<file path="config.mk">
export PLATFORM = sky130hd
export DESIGN_NAME = alu_pipe_flat
export DESIGN_NICKNAME = d
export VERILOG_FILES = /design/src/rtl/alu_pkg.sv /design/src/rtl/alu_pipe_if.sv /design/src/rtl/alu_core.sv /design/src/rtl/alu_pipe.sv /design/src/flat_wrapper.sv
export SDC_FILE = /design/constraint.sdc
export NUM_CORES = 1
export LEC_CHECK = 0
export BUFFER_PORTS_ARGS = -buffer_cell sky130_fd_sc_hd__buf_2
export CAP_MARGIN = 20
export CORE_ASPECT_RATIO = 1.2
export CORE_MARGIN = 3
export CORE_UTILIZATION = 45
export CTS_BUF_LIST = sky130_fd_sc_hd__clkbuf_4 sky130_fd_sc_hd__clkbuf_8
export DETAILED_ROUTE_END_ITERATION = 8
export PLACE_DENSITY = 0.68
export SLEW_MARGIN = 20
export SYNTH_ARGS = -nofsm -noshare
export SYNTH_HDL_FRONTEND = slang
export SYNTH_HIERARCHICAL = 1
export SYNTH_SLANG_ARGS = --single-unit
export TNS_END_PERCENT = 5
</file>
<file path="constraint.sdc">
create_clock -name clk -period 3.3 [get_ports clk]
set_input_delay 0.165 -clock clk [delete_from_list [all_inputs] [get_ports clk]]
set_output_delay 0.165 -clock clk [all_outputs]
set_load 0.05 [all_outputs]
</file>
<file path="src/rtl/alu_pkg.sv">
// Shared opcode encodings, flag bit positions and decode helpers for the ALU pipeline.
package alu_pkg;

    typedef enum logic [2:0] {
        OP_ADD  = 3'b000,
        OP_SUB  = 3'b001,
        OP_XOR  = 3'b010,
        OP_NAND = 3'b011,
        OP_SLL  = 3'b100,
        OP_SRA  = 3'b101,
        OP_ROR  = 3'b110,
        OP_ILL  = 3'b111
    } opcode_e;

    localparam int FLAG_N = 2;
    localparam int FLAG_V = 1;
    localparam int FLAG_Z = 0;

    function automatic logic is_arith(opcode_e op);
        return (op == OP_ADD) || (op == OP_SUB);
    endfunction

endpackage

</file>
<file path="src/rtl/alu_pipe_if.sv">
// Operand/result valid-ready bundle of the ALU pipeline; master drives operands, slave is the ALU.
interface alu_pipe_if #(
    parameter int WIDTH = 16
);
    logic             in_valid;
    logic             in_ready;
    logic [WIDTH-1:0] ALU_In1;
    logic [WIDTH-1:0] ALU_In2;
    logic [2:0]       Opcode;
    logic             out_valid;
    logic             out_ready;
    logic [WIDTH-1:0] ALU_Out;
    logic             Error;
    logic [2:0]       Flags;

    modport master (
        output in_valid, ALU_In1, ALU_In2, Opcode, out_ready,
        input  in_ready, out_valid, ALU_Out, Error, Flags
    );

    modport slave (
        input  in_valid, ALU_In1, ALU_In2, Opcode, out_ready,
        output in_ready, out_valid, ALU_Out, Error, Flags
    );
endinterface

</file>
<file path="src/rtl/alu_core.sv">
// Combinational ALU datapath: add/sub with signed-overflow detect, logic ops, shifts, rotate.
// Defining ALU_SAT_EN clamps overflowing ADD/SUB results instead of wrapping.
module alu_core
    import alu_pkg::*;
#(
    parameter int WIDTH = 16
) (
    input  opcode_e          op,
    input  logic [WIDTH-1:0] a,
    input  logic [WIDTH-1:0] b,
    output logic [WIDTH-1:0] result,
    output logic             error
);
    localparam int SHW = $clog2(WIDTH);
    localparam logic [SHW:0] WIDTH_AMT = WIDTH[SHW:0];
`ifdef ALU_SAT_EN
    localparam logic [WIDTH-1:0] SAT_MAX = {1'b0, {(WIDTH-1){1'b1}}};
    localparam logic [WIDTH-1:0] SAT_MIN = {1'b1, {(WIDTH-1){1'b0}}};
`endif

    logic [SHW-1:0]   shamt;
    logic [SHW:0]     rot_back;
    logic [WIDTH-1:0] sum;
    logic [WIDTH-1:0] diff;
    logic             add_ovf;
    logic             sub_ovf;

    assign shamt    = b[SHW-1:0];
    // An amount of 0 gives a left shift by WIDTH, which contributes nothing.
    assign rot_back = WIDTH_AMT - {1'b0, shamt};
    assign sum      = a + b;
    assign diff     = a - b;
    assign add_ovf  = (a[WIDTH-1] == b[WIDTH-1]) && (sum[WIDTH-1]  != a[WIDTH-1]);
    assign sub_ovf  = (a[WIDTH-1] != b[WIDTH-1]) && (diff[WIDTH-1] != a[WIDTH-1]);

    // NOTE: every output gets a default before the case so no path leaves it unassigned (no latch).
    always_comb begin
        result = '0;
        error  = 1'b0;
        case (op)
            OP_ADD:  begin result = sum;  error = add_ovf; end
            OP_SUB:  begin result = diff; error = sub_ovf; end
            OP_XOR:  result = a ^ b;
            OP_NAND: result = ~(a & b);
            OP_SLL:  result = a << shamt;
            OP_SRA:  result = $signed(a) >>> shamt;
            OP_ROR:  result = (a >> shamt) | (a << rot_back);
            default: error  = 1'b1;
        endcase
`ifdef ALU_SAT_EN
        // Overflow direction always follows the sign of In1 for both ADD and SUB.
        if (error && is_arith(op)) begin
            result = a[WIDTH-1] ? SAT_MIN : SAT_MAX;
        end
`endif
    end

endmodule

</file>
<file path="src/rtl/alu_pipe.sv">
// Two-stage valid/ready ALU pipeline (operand stage, result stage) with sticky {N,V,Z} flags.
// Build option ALU_SAT_EN (handled in alu_core) saturates ADD/SUB on overflow.
module alu_pipe
    import alu_pkg::*;
#(
    parameter int WIDTH = 16
) (
    input logic       clk,
    input logic       rst,
    alu_pipe_if.slave bus
);
    logic             s1_valid;
    logic [WIDTH-1:0] s1_a;
    logic [WIDTH-1:0] s1_b;
    opcode_e          s1_op;

    logic             s2_valid;
    logic [WIDTH-1:0] s2_out;
    logic             s2_err;
    opcode_e          s2_op;

    logic [2:0]       flags_q;
    logic [WIDTH-1:0] core_out;
    logic             core_err;
    logic             s2_load;
    logic             s1_load;
    logic             out_fire;

    // Ready terms depend only on registered state and out_ready, never on in_valid.
    assign s2_load  = !s2_valid || bus.out_ready;
    assign s1_load  = !s1_valid || s2_load;
    assign out_fire = s2_valid && bus.out_ready;

    alu_core #(.WIDTH(WIDTH)) u_core (
        .op     (s1_op),
        .a      (s1_a),
        .b      (s1_b),
        .result (core_out),
        .error  (core_err)
    );

    // NOTE: state registers use non-blocking assignments so every stage samples pre-edge values.
    always_ff @(posedge clk or posedge rst) begin
        if (rst) begin
            s1_valid <= 1'b0;
            s1_a     <= '0;
            s1_b     <= '0;
            s1_op    <= OP_ADD;
        end else if (s1_load) begin
            s1_valid <= bus.in_valid;
            if (bus.in_valid) begin
                s1_a  <= bus.ALU_In1;
                s1_b  <= bus.ALU_In2;
                s1_op <= opcode_e'(bus.Opcode);
            end
        end
    end

    always_ff @(posedge clk or posedge rst) begin
        if (rst) begin
            s2_valid <= 1'b0;
            s2_out   <= '0;
            s2_err   <= 1'b0;
            s2_op    <= OP_ADD;
        end else if (s2_load) begin
            s2_valid <= s1_valid;
            if (s1_valid) begin
                s2_out <= core_out;
                s2_err <= core_err;
                s2_op  <= s1_op;
            end
        end
    end

    // Flags move only when a result is actually consumed; illegal beats leave them alone.
    always_ff @(posedge clk or posedge rst) begin
        if (rst) begin
            flags_q <= '0;
        end else if (out_fire && (s2_op != OP_ILL)) begin
            flags_q[FLAG_Z] <= (s2_out == '0);
            flags_q[FLAG_N] <= s2_out[WIDTH-1];
            if (is_arith(s2_op)) begin
                flags_q[FLAG_V] <= s2_err;
            end
        end
    end

    assign bus.in_ready  = s1_load;
    assign bus.out_valid = s2_valid;
    assign bus.ALU_Out   = s2_out;
    assign bus.Error     = s2_err;
    assign bus.Flags     = flags_q;

endmodule

</file>
<file path="src/flat_wrapper.sv">
// flat-port wrapper written by rule: the top's interface ports become plain ports
module alu_pipe_flat import alu_pkg::*;
#(
    parameter int WIDTH = 16
)
  (clk, rst, bus_in_valid, bus_ALU_In1, bus_ALU_In2, bus_Opcode, bus_out_ready, bus_in_ready, bus_out_valid, bus_ALU_Out, bus_Error, bus_Flags);
  alu_pipe_if #(.WIDTH(WIDTH)) bus_i ();
  input logic clk;
  input logic rst;
  input wire logic [$bits(bus_i.in_valid)-1:0] bus_in_valid;
  input wire logic [$bits(bus_i.ALU_In1)-1:0] bus_ALU_In1;
  input wire logic [$bits(bus_i.ALU_In2)-1:0] bus_ALU_In2;
  input wire logic [$bits(bus_i.Opcode)-1:0] bus_Opcode;
  input wire logic [$bits(bus_i.out_ready)-1:0] bus_out_ready;
  output wire logic [$bits(bus_i.in_ready)-1:0] bus_in_ready;
  output wire logic [$bits(bus_i.out_valid)-1:0] bus_out_valid;
  output wire logic [$bits(bus_i.ALU_Out)-1:0] bus_ALU_Out;
  output wire logic [$bits(bus_i.Error)-1:0] bus_Error;
  output wire logic [$bits(bus_i.Flags)-1:0] bus_Flags;
  assign bus_i.in_valid = bus_in_valid;
  assign bus_i.ALU_In1 = bus_ALU_In1;
  assign bus_i.ALU_In2 = bus_ALU_In2;
  assign bus_i.Opcode = bus_Opcode;
  assign bus_i.out_ready = bus_out_ready;
  assign bus_in_ready = bus_i.in_ready;
  assign bus_out_valid = bus_i.out_valid;
  assign bus_ALU_Out = bus_i.ALU_Out;
  assign bus_Error = bus_i.Error;
  assign bus_Flags = bus_i.Flags;
  alu_pipe #(.WIDTH(WIDTH)) u_core (.clk(clk), .rst(rst), .bus(bus_i));
endmodule
</file>
==> results.py, run 1 <==
metrics = {
    "min_path": {
        "hold_path_depth": 2,
        "hold_end": "u_core/s1_b[12]",
        "hp-start": "bus_ALU_In2[12]",
        "hold_path.class": "input port to flop",
    },
    "synthesis": {
        "synthTopCellsByArea": "dfrtp_1, mux2i_1, mux2_2",
        "synth_edf_count": 0,
        "yosys_most_used_dff": "dfrtp_1",
        "synth.avg_cell_area_um2": 9.105,
        "synth_nets": 811,
        "yosysWarnings": 6,
        "synthCells": 736,
        "synth_top_area_frac": 0.2240,
        "ys_ff_latch": 60,
        "ys_types": 81,
        "synth_area_um2": 6701,
        "yosysTopAreaCell": "dfrtp_1",
        "ys_seq_area_frac": 0.2240,
        "synthArstFlopShare": 1.000,
        "netlist_top_cells_count": "dfrtp_1, nand2_1, nor2_1",
        "synth.most_common_cell": "dfrtp_1",
    },
    "place": {
        "port_buffers": 60,
        "dp_hpwl_mm": 19.00,
        "numPlacedInstances": 984,
        "place_congestion": 1.041,
        "placed_area_um2": 7248,
    },
    "cells_and_area": {
        "nets": 871,
        "fin_util": 0.5152,
        "nFillCells": 1400,
        "ff_latch_area_um2": 1503,
        "antenna-diode-count": 0,
        "areaGrowthSynthToFinish_pct": 11.28,
        "drive_gt1_frac": 0.2734,
        "stdcell_count": 1001,
        "multi_input_area_um2": 4771,
        "fin_area_um2": 7457,
    },
    "timing": {
        "fmax_mhz": 315.7,
        "slew_headroom": 0.4002,
        "worst_slew_pin_slew_ps": 897.6,
        "slew_violations": 0,
        "clock_skew_ps": 9.460,
        "setup_violations": 0,
        "layout_min_cycle_time_ps": 3168,
        "finalCritPeriodShare": 0.9599,
        "tns_ps": 0,
        "hold_violations": 0,
    },
    "power": {
        "p_int_mw": 2.530,
        "p_switching_mw": 2.638,
        "p_sw_frac": 0.5105,
        "powerDensity_nw_per_um2": 693.0,
        "leakage_nw": 3.361,
        "pwr-share-seq": 0.223,
        "vdd_drop_max_uv": 367.8,
        "comb_power_share": 0.645,
        "clockPowerShare": 0.132,
    },
    "job": {
        "max_cap_viol_count": 0,
    },
    "detailed_routing": {
        "postRouteAntennaNets": 0,
        "num_vias": 6396,
        "avgViaCountPerCell": 6.390,
        "drtPass1Iterations": 5,
        "drc_errors": 0,
        "wl_mm": 24.35,
        "drt_iter0_drc": 629,
        "wire_per_inst_um": 24.33,
    },
    "global_routing": {
        "grt_pass1_vias": 6352,
        "overflow": 0,
        "grt_max_degree": 36,
        "grt_pass1_wl_mm": 37.72,
        "antenna_found_initial": 0,
        "gr-usage-all-layers": 0.2922,
    },
    "die": {
        "start_util": 0.4630,
        "core_area_um2": 14470,
        "io_pins": 61,
        "fp.dieH_um": 139.7,
        "num_rows": 48,
        "chipWidth_um": 117.4,
        "die-area_um2": 16400,
    },
    "clock_network": {
        "insertion_delay_ps": 350,
        "ctsLongestPathBuffers": 2,
        "cts.sink_count": 60,
        "root_buffer": "clkbuf_8",
        "cts_buffers": 9,
        "cts_post_setup_buffers_inserted": 0,
        "h-tree-depth": 3,
        "clk_pin_slew_ps": 80,
        "cts_tree": "yes",
    },
    "setup_path": {
        "critPathSlowestCell": "dfrtp_1",
        "crit_path_start_kind": "flop",
        "cpPeakStageDelay_ps": 520,
        "critPathRequiredTime_ps": 3540,
        "rr_worst_depth": 10,
        "rrSetupSlack_ps": 130,
        "criticalPathCategory": "flop to flop",
        "critPathTopFamily": "compound AO/OA/AOI/OAI gates",
        "endpoint_kind": "flop",
        "worst_path_most_repeated_cell": "a21oi_1",
        "cp.arrival_ps": 3400,
        "rr_startpoint": "u_core/s1_b[3]",
        "cp_max_fo": 11,
        "cp_cell_sequence": "clkinv_1 -> ha_1 -> a21oi_1 -> o21bai_1 -> o21ai_0 -> a21oi_1 -> nor3_1 -> a311o_1 -> a32o_1 -> mux2_2",
        "worst-path-buf-inv": 1,
        "reg2reg_to": "u_core/bus.Error",
    },
    "status": {
        "status": "finished clean",
    },
}
## layout by cell type, fill, tap and decap left out, types with 11 or more instances in the layout
cell / Yosys / routed
buf_4: 2 / 36
nand3_1: 16 / 16
nor2_1: 57 / 57
ha_1: 34 / 34
mux2_2: 43 / 43
dfrtp_1: 60 / 59
o211ai_1: 12 / 12
mux2_4: 31 / 31
inv_1: 32 / 31
a21oi_1: 43 / 43
mux2i_1: 50 / 50
mux4_2: 11 / 11
nor3_1: 17 / 17
xnor2_1: 12 / 12
buf_2: 7 / 60
o21ai_0: 32 / 32
nand2_1: 59 / 59
## cell type report
cell class	count	area share
Inverter	36	0.01812
Multi-Input combinational cell	591	0.6398
Timing Repair Buffer	98	0.08054
Sequential cell	60	0.2015
Clock inverter	7	0.009899
Clock buffer	9	0.01661
Tap cell	200	0.03356
## sequential cells by signal, indices dropped and copies added (netlist names)
name and cells:
u_core/s1_op 3, u_core/bus.Error 1, u_core/s1_b 16, u_core/bus.ALU_Out 16
u_core/s1_a 16, u_core/bus.Flags 3, u_core/s2_op 3, u_core/s1_valid 1
u_core/bus.out_valid 1
## how the worst max path moves through the flow
stage	from	to	depth (start not counted)
after global placement	u_core/s1_a[0]	u_core/bus.ALU_Out[14]	11
final	u_core/s1_b[3]	u_core/bus.Error	10
after detailed placement	u_core/s1_b[3]	u_core/bus.Error	10
after floorplan	u_core/s1_b[2]	u_core/bus.ALU_Out[14]	13
after CTS	u_core/s1_b[3]	u_core/bus.Error	10
after global routing	u_core/s1_b[1]	u_core/bus.ALU_Out[14]	10
## logic make-up (layout without fill, tap and decap cells)
kind of cell	count (synthesis)	count (layout)	share of synthesized area
mux	140	140	0.2662
xor+xnor	14	14	0.02110
buf+inv	85	150	0.06423
simple gates	198	198	0.1415
fa+ha+maj	36	36	0.06946
flops	60	60	0.2240
compound gates	203	203	0.2134
## per-stage QoR
step	hold slack (ps)	total power, mW	setup WS (ps)
floorplan	267.9	3.452	130.4
global placement	258.1	4.372	356.2
detailed placement	263.6	4.414	247.0
CTS	26.28	5.115	231.3
global route	22.44	5.434	-2.453
finish	39.76	5.168	132.4
## power by group through the flow
| stage | sequential (mW) | combinational [mW] | clock [mW] |
|---|---|---|---|
| 6_report | 1.15 | 3.33 | 0.680 |
| 5_1_grt | 1.18 | 3.51 | 0.738 |
| 4_1_cts | 1.15 | 3.27 | 0.698 |
| 3_5_place_dp | 1.17 | 3.25 | 0 |
| 3_3_place_gp | 1.15 | 3.22 | 0 |
| 2_1_floorplan | 1.47 | 1.98 | 0 |
## repair_timing
action                                 in CTS  in global routing
endpoints found under the hold margin      27                  0
gates resized for setup                     0                  1
setup endpoints to repair                   0                  1
hold buffers                                1                  0
## worst reg2reg max path, delay by kind of cell, from the launching register on
| family | cells | cell delay (ps) |
|---|---|---|
| compound gates | 6 | 1510 |
| fa+ha+maj | 1 | 500 |
| buf+inv | 1 | 170 |
| flops | 1 | 520 |
| mux | 1 | 250 |
| simple gates | 1 | 120 |
## layer usage
layer	global-route usage	routed length (um)
met5	0	0
met1	0.3694	9783
met2	0.5000	11900
met3	0.03333	1530
met4	0.1371	1142
No activity file was read; power rests on OpenSTA's default activity.
==> run 2, diff against run 1 <==
- CTS_BUF_LIST: sky130_fd_sc_hd__clkbuf_4 sky130_fd_sc_hd__clkbuf_8 -> sky130_fd_sc_hd__clkbuf_16
==> results.py, run 2 (synthesis gave the netlist of run 1 again) <==
metrics = {
    "cells_and_area": {
        "final_common_cell": "buf_2",
        "final_cell_mix": "buf_2, nand2_1, dfrtp_1",
        "fin_area_um2": 7557,
        "ff_latch_area_um2": 1503,
        "nFillCells": 1384,
        "drive_gt1_frac": 0.2734,
        "antenna-diode-count": 0,
        "multi_input_area_um2": 4770,
        "stdcell_count": 1001,
        "areaGrowthSynthToFinish_pct": 12.77,
        "nets": 871,
    },
    "setup_path": {
        "cpPeakStageDelay_ps": 470,
        "critPathSlowestCell": "dfrtp_1",
        "critPathTopFamily": "compound AO/OA/AOI/OAI gates",
        "endpoint_kind": "flop",
        "worst-path-buf-inv": 1,
        "criticalPathCategory": "flop to flop",
        "cp_cell_sequence": "inv_1 -> ha_1 -> fa_1 -> nor2b_1 -> o2111ai_1 -> nand3b_1 -> nand4_1 -> a211o_1 -> a2111oi_1 -> a31oi_1 -> mux2_2",
        "cp_max_fo": 7,
        "critPathRequiredTime_ps": 3520,
        "crit_path_start_kind": "flop",
        "cp.arrival_ps": 3380,
    },
    "clock_network": {
        "ctsLongestPathBuffers": 2,
        "cts_tree": "yes",
        "root_buffer": "clkbuf_16",
        "cts.sink_count": 60,
        "clk_pin_slew_ps": 60,
        "h-tree-depth": 3,
        "cts_buffers": 9,
        "insertion_delay_ps": 340,
    },
    "timing": {
        "slew_headroom": 0.4104,
        "finalCritPeriodShare": 0.9561,
        "setup_violations": 0,
        "tns_ps": 0,
        "rsz0062_at_grt": "false",
        "slew_violations": 0,
        "fmax_mhz": 317.0,
        "hold_violations": 0,
        "layout_min_cycle_time_ps": 3155,
        "setup_ws_ps": 145.0,
        "worst_slew_pin_slew_ps": 882.2,
        "clock_skew_ps": 6.398,
    },
    "die": {
        "num_rows": 48,
        "die-area_um2": 16400,
        "io_pins": 61,
        "chipWidth_um": 117.4,
        "core_area_um2": 14470,
        "fp.dieH_um": 139.7,
        "start_util": 0.4630,
    },
    "place": {
        "numPlacedInstances": 984,
        "dp_hpwl_mm": 19.00,
        "place_ws_ps": 247.0,
        "placed_area_um2": 7248,
        "place_congestion": 1.041,
        "port_buffers": 60,
    },
    "min_path": {
        "hold_path.class": "input port to flop",
    },
    "global_routing": {
        "overflow": 0,
        "grt_pass1_vias": 6351,
        "antenna_found_initial": 0,
        "grt_max_degree": 36,
        "gr-usage-all-layers": 0.2929,
        "grt_pass1_wl_mm": 37.74,
    },
    "detailed_routing": {
        "drt_iter0_drc": 589,
        "drc_errors": 0,
        "wire_per_inst_um": 24.43,
        "num_vias": 6369,
        "avgViaCountPerCell": 6.363,
        "wl_mm": 24.46,
        "drtPass1Iterations": 5,
        "postRouteAntennaNets": 0,
    },
    "power": {
        "finalPower_mw": 5.446,
        "leakage_nw": 3.407,
        "vdd_drop_max_uv": 370.0,
        "powerDensity_nw_per_um2": 720.6,
    },
    "job": {
        "max_cap_viol_count": 0,
    },
    "status": {
        "status": "finished clean",
    },
}
## run 2: cell counts in the layout (fill, tap and decap cells not counted)
No cell type changed its count.
## run 2: per-stage QoR
step / utilization / hold slack [ps]
after detailed placement: 0.5008 / 263.6
after floorplan: - / 267.9
after global routing: 0.5221 / 45.15
final: 0.5221 / 50.56
after global placement: 0.5008 / 258.1
after CTS: 0.5221 / 43.73
## run 2: timing repair
| item | CTS | global route |
|---|---|---|
| resized for setup | 0 | 0 |
| hold endpoints to repair | 27 | 0 |
| hold buffers | 1 | 0 |
| endpoints found under the setup margin | 0 | 0 |
| setup buffers | 0 | 0 |
## run 2: worst paths after layout
check                                          from                     end  slack, ps  depth (start not counted)
worst max-delay path                 u_core/s1_a[0]  u_core/bus.ALU_Out[14]        140                         11
worst min-delay path                bus_ALU_In2[12]         u_core/s1_b[12]         50                          2
worst max register to register       u_core/s1_a[0]  u_core/bus.ALU_Out[14]        140                         11
worst min register to register  u_core/bus.Flags[2]     u_core/bus.Flags[2]        510                          1
max in group asynchronous                       rst          u_core/s1_b[0]       2190                          4
min in group asynchronous                       rst  u_core/bus.ALU_Out[15]        440                          3
## run 2: cell type report
class,instances,share of cell area
Timing Repair Buffer,98,0.07947
Sequential cell,60,0.1988
Inverter,36,0.01788
Tap cell,200,0.03311
Multi-Input combinational cell,591,0.6311
Clock inverter,7,0.009768
Clock buffer,9,0.02980
## run 2: routing by layer
| metal | track usage | wire [um] | share of wire | vias to the layer above |
|---|---|---|---|---|
| li1 | - | - | - | 2878 |
| met1 | 0.3699 | 9847 | 0.40 | 3150 |
| met2 | 0.5018 | 11990 | 0.49 | 285 |
| met3 | 0.03496 | 1471 | 0.060 | 56 |
| met4 | 0.1353 | 1145 | 0.047 | 0 |
| met5 | 0 | 0 | 0 | - |
## run 2: power breakdown
part           leakage [nW]  internal, mW  total [mW]  switching [mW]
combinational          2.55          1.26        3.33            2.07
sequential            0.712         0.921        1.15           0.233
clock                 0.146         0.588       0.959           0.371
## run 2: worst register-to-register path, stage by stage (launching register included)
cell and delay (ps):
dfrtp_1 470, inv_1 100, ha_1 220, fa_1 380
nor2b_1 200, o2111ai_1 210, nand3b_1 250, nand4_1 120
a211o_1 290, a2111oi_1 440, a31oi_1 70, mux2_2 270
==> run 3, diff against run 2 <==
- ABC_AREA: not set -> 1
- PLACE_DENSITY: 0.68 -> 0.67
==> results.py, run 3 <==
metrics = {
    "synthesis": {
        "ys_seq_area_frac": 0.2180,
        "synth.avg_cell_area_um2": 5.788,
        "yosys_most_used_dff": "dfrtp_1",
        "synthTopCellsByArea": "nand2_1, dfrtp_1, nand3_1",
        "yosysWarnings": 6,
        "synth.most_common_cell": "nand2_1",
        "synthCells": 1190,
        "ys_types": 41,
        "yosysTopAreaCell": "nand2_1",
        "synth_area_um2": 6888,
        "synth_top_area_frac": 0.2507,
        "synth_edf_count": 0,
        "synth_nets": 1265,
        "synthArstFlopShare": 1.000,
        "ys_ff_latch": 60,
        "netlist_top_cells_count": "nand2_1, nand3_1, inv_1",
    },
    "place": {
        "port_buffers": 60,
        "place_ws_ps": 635.2,
        "dp_hpwl_mm": 20.78,
        "place_congestion": 1.088,
    },
    "clock_network": {
        "h-tree-depth": 3,
        "ctsLongestPathBuffers": 2,
        "insertion_delay_ps": 350,
        "cts_post_setup_buffers_inserted": 0,
        "cts_resized": 0,
        "clk_pin_slew_ps": 60,
        "cts_buffers": 9,
        "root_buffer": "clkbuf_16",
        "cts_hold_buf": 0,
        "cts_tree": "yes",
        "cts.sink_count": 60,
    },
    "die": {
        "io_pins": 61,
        "num_rows": 48,
        "chipWidth_um": 118.9,
        "start_util": 0.4681,
        "die-area_um2": 16830,
        "fp.dieH_um": 141.5,
        "core_area_um2": 14710,
    },
    "timing": {
        "fmax_mhz": 367.2,
        "setup_violations": 0,
        "rsz0062_at_grt": "false",
        "finalCritPeriodShare": 0.8253,
        "layout_min_cycle_time_ps": 2724,
        "worst_slew_pin_slew_ps": 901.4,
        "slew_headroom": 0.3984,
        "setup_ws_ps": 576.4,
        "hold_violations": 21,
        "slew_violations": 0,
        "clock_skew_ps": 8.083,
        "tns_ps": 0,
        "worst_hold_slack_ps": -21.39,
    },
    "cells_and_area": {
        "final_cell_mix": "nand2_1, nand3_1, inv_1",
        "final_common_cell": "nand2_1",
        "drive_gt1_frac": 0.09253,
        "nets": 1302,
        "areaGrowthSynthToFinish_pct": 9.973,
        "antenna-diode-count": 0,
        "nFillCells": 1627,
        "ff_latch_area_um2": 1501,
        "multi_input_area_um2": 4658,
    },
    "job": {
        "max_cap_viol_count": 0,
    },
    "setup_path": {
        "worst_path_most_repeated_cell": "nand3_1",
        "critPathRequiredTime_ps": 3530,
        "cpPeakStageDelay_ps": 750,
        "critPathSlowestCell": "dfrtp_1",
        "cp_max_fo": 22,
        "cp_cell_sequence": "ha_1 -> inv_1 -> fa_1 -> inv_1 -> nand3_1 -> nand2_1 -> a21oi_1 -> o21ai_0 -> nand3_1 -> a21oi_1 -> nand3_1 -> nand3_1 -> nand2_1",
        "critPathTopFamily": "flip-flops",
        "crit_path_start_kind": "flop",
        "worst-path-buf-inv": 2,
        "criticalPathCategory": "flop to flop",
        "endpoint_kind": "flop",
        "cp.arrival_ps": 2960,
    },
    "detailed_routing": {
        "wl_met3_mm": 2.520,
        "num_vias": 8284,
        "drt_iter0_drc": 984,
        "avgViaCountPerCell": 5.785,
        "wl_mm": 26.97,
        "wl_met2_mm": 12.07,
        "wl_met1_mm": 10.45,
        "drtPass1Iterations": 6,
        "postRouteAntennaNets": 0,
        "wire_per_inst_um": 18.83,
        "top_layer_used": "met4",
        "drc_errors": 0,
    },
    "global_routing": {
        "grt_max_degree": 50,
        "antenna_found_initial": 0,
        "grt_pass1_vias": 7735,
        "overflow": 0,
        "gr-usage-all-layers": 0.3202,
        "grt_pass1_wl_mm": 41.91,
    },
    "status": {
        "status": "complete, but fails checks",
        "violations": "negative hold slack",
    },
    "power": {
        "leakage_nw": 4.230,
        "vdd_drop_max_uv": 363.8,
        "powerDensity_nw_per_um2": 697.9,
    },
    "min_path": {
        "hold_path.class": "input port to async pin",
    },
}
run 3: logic make-up after synthesis:
kind of cell / after synthesis / synth area share
XOR/XNOR: 3 / 0.004906
AO/OA/AOI/OAI: 112 / 0.09228
AND/OR/NAND/NOR: 819 / 0.5115
adder cells (fa/ha/maj): 36 / 0.06758
buffers and inverters: 160 / 0.1057
flip-flops: 60 / 0.2180
run 3: power breakdown:
group | switching [mW] | leakage (nW) | internal (mW)
sequential | 0.220 | 0.739 | 0.924
combinational | 2.26 | 3.34 | 0.885
clock | 0.347 | 0.155 | 0.651
run 3: worst paths after layout:
| path | endpoint | cells after the start | start | slack, ps |
|---|---|---|---|---|
| max in group asynchronous | u_core/s2_op[1] | 3 | rst | 2610 |
| min | u_core/s1_b[13] | 2 | rst | -20 |
| min reg2reg | u_core/bus.Flags[1] | 2 | u_core/bus.Flags[1] | 480 |
| min in group clk | u_core/s1_b[14] | 3 | bus_ALU_In2[14] | 40 |
| max reg2reg | u_core/bus.ALU_Out[4] | 13 | u_core/s1_b[0] | 580 |
| max | u_core/bus.ALU_Out[4] | 13 | u_core/s1_b[0] | 580 |
run 3: cell type report:
| class | instances | share of cell area |
|---|---|---|
| Inverter | 105 | 0.05253 |
| Sequential cell | 60 | 0.1982 |
| Clock buffer | 9 | 0.02973 |
| Tap cell | 200 | 0.03304 |
| Multi-Input combinational cell | 970 | 0.6150 |
| Clock inverter | 7 | 0.01107 |
| Timing Repair Buffer | 81 | 0.06046 |
run 3: metal layers:
| metal | vias to the layer above | track usage |
|---|---|---|
| met4 | 0 | 0.2123 |
| met3 | 104 | 0.05662 |
| met1 | 3747 | 0.3987 |
| met2 | 461 | 0.5090 |
| li1 | 3972 | - |
| met5 | - | 0 |
run 3: metrics by stage:
stage	util	std cells	area, um^2	power (mW)
floorplan	-	1190	6888	3.378
global placement	0.4937	1416	7264	4.211
detailed placement	0.4937	1416	7264	4.216
CTS	0.5147	1432	7574	5.233
global route	0.5148	1432	7575	5.657
finish	0.5148	1432	7575	5.286
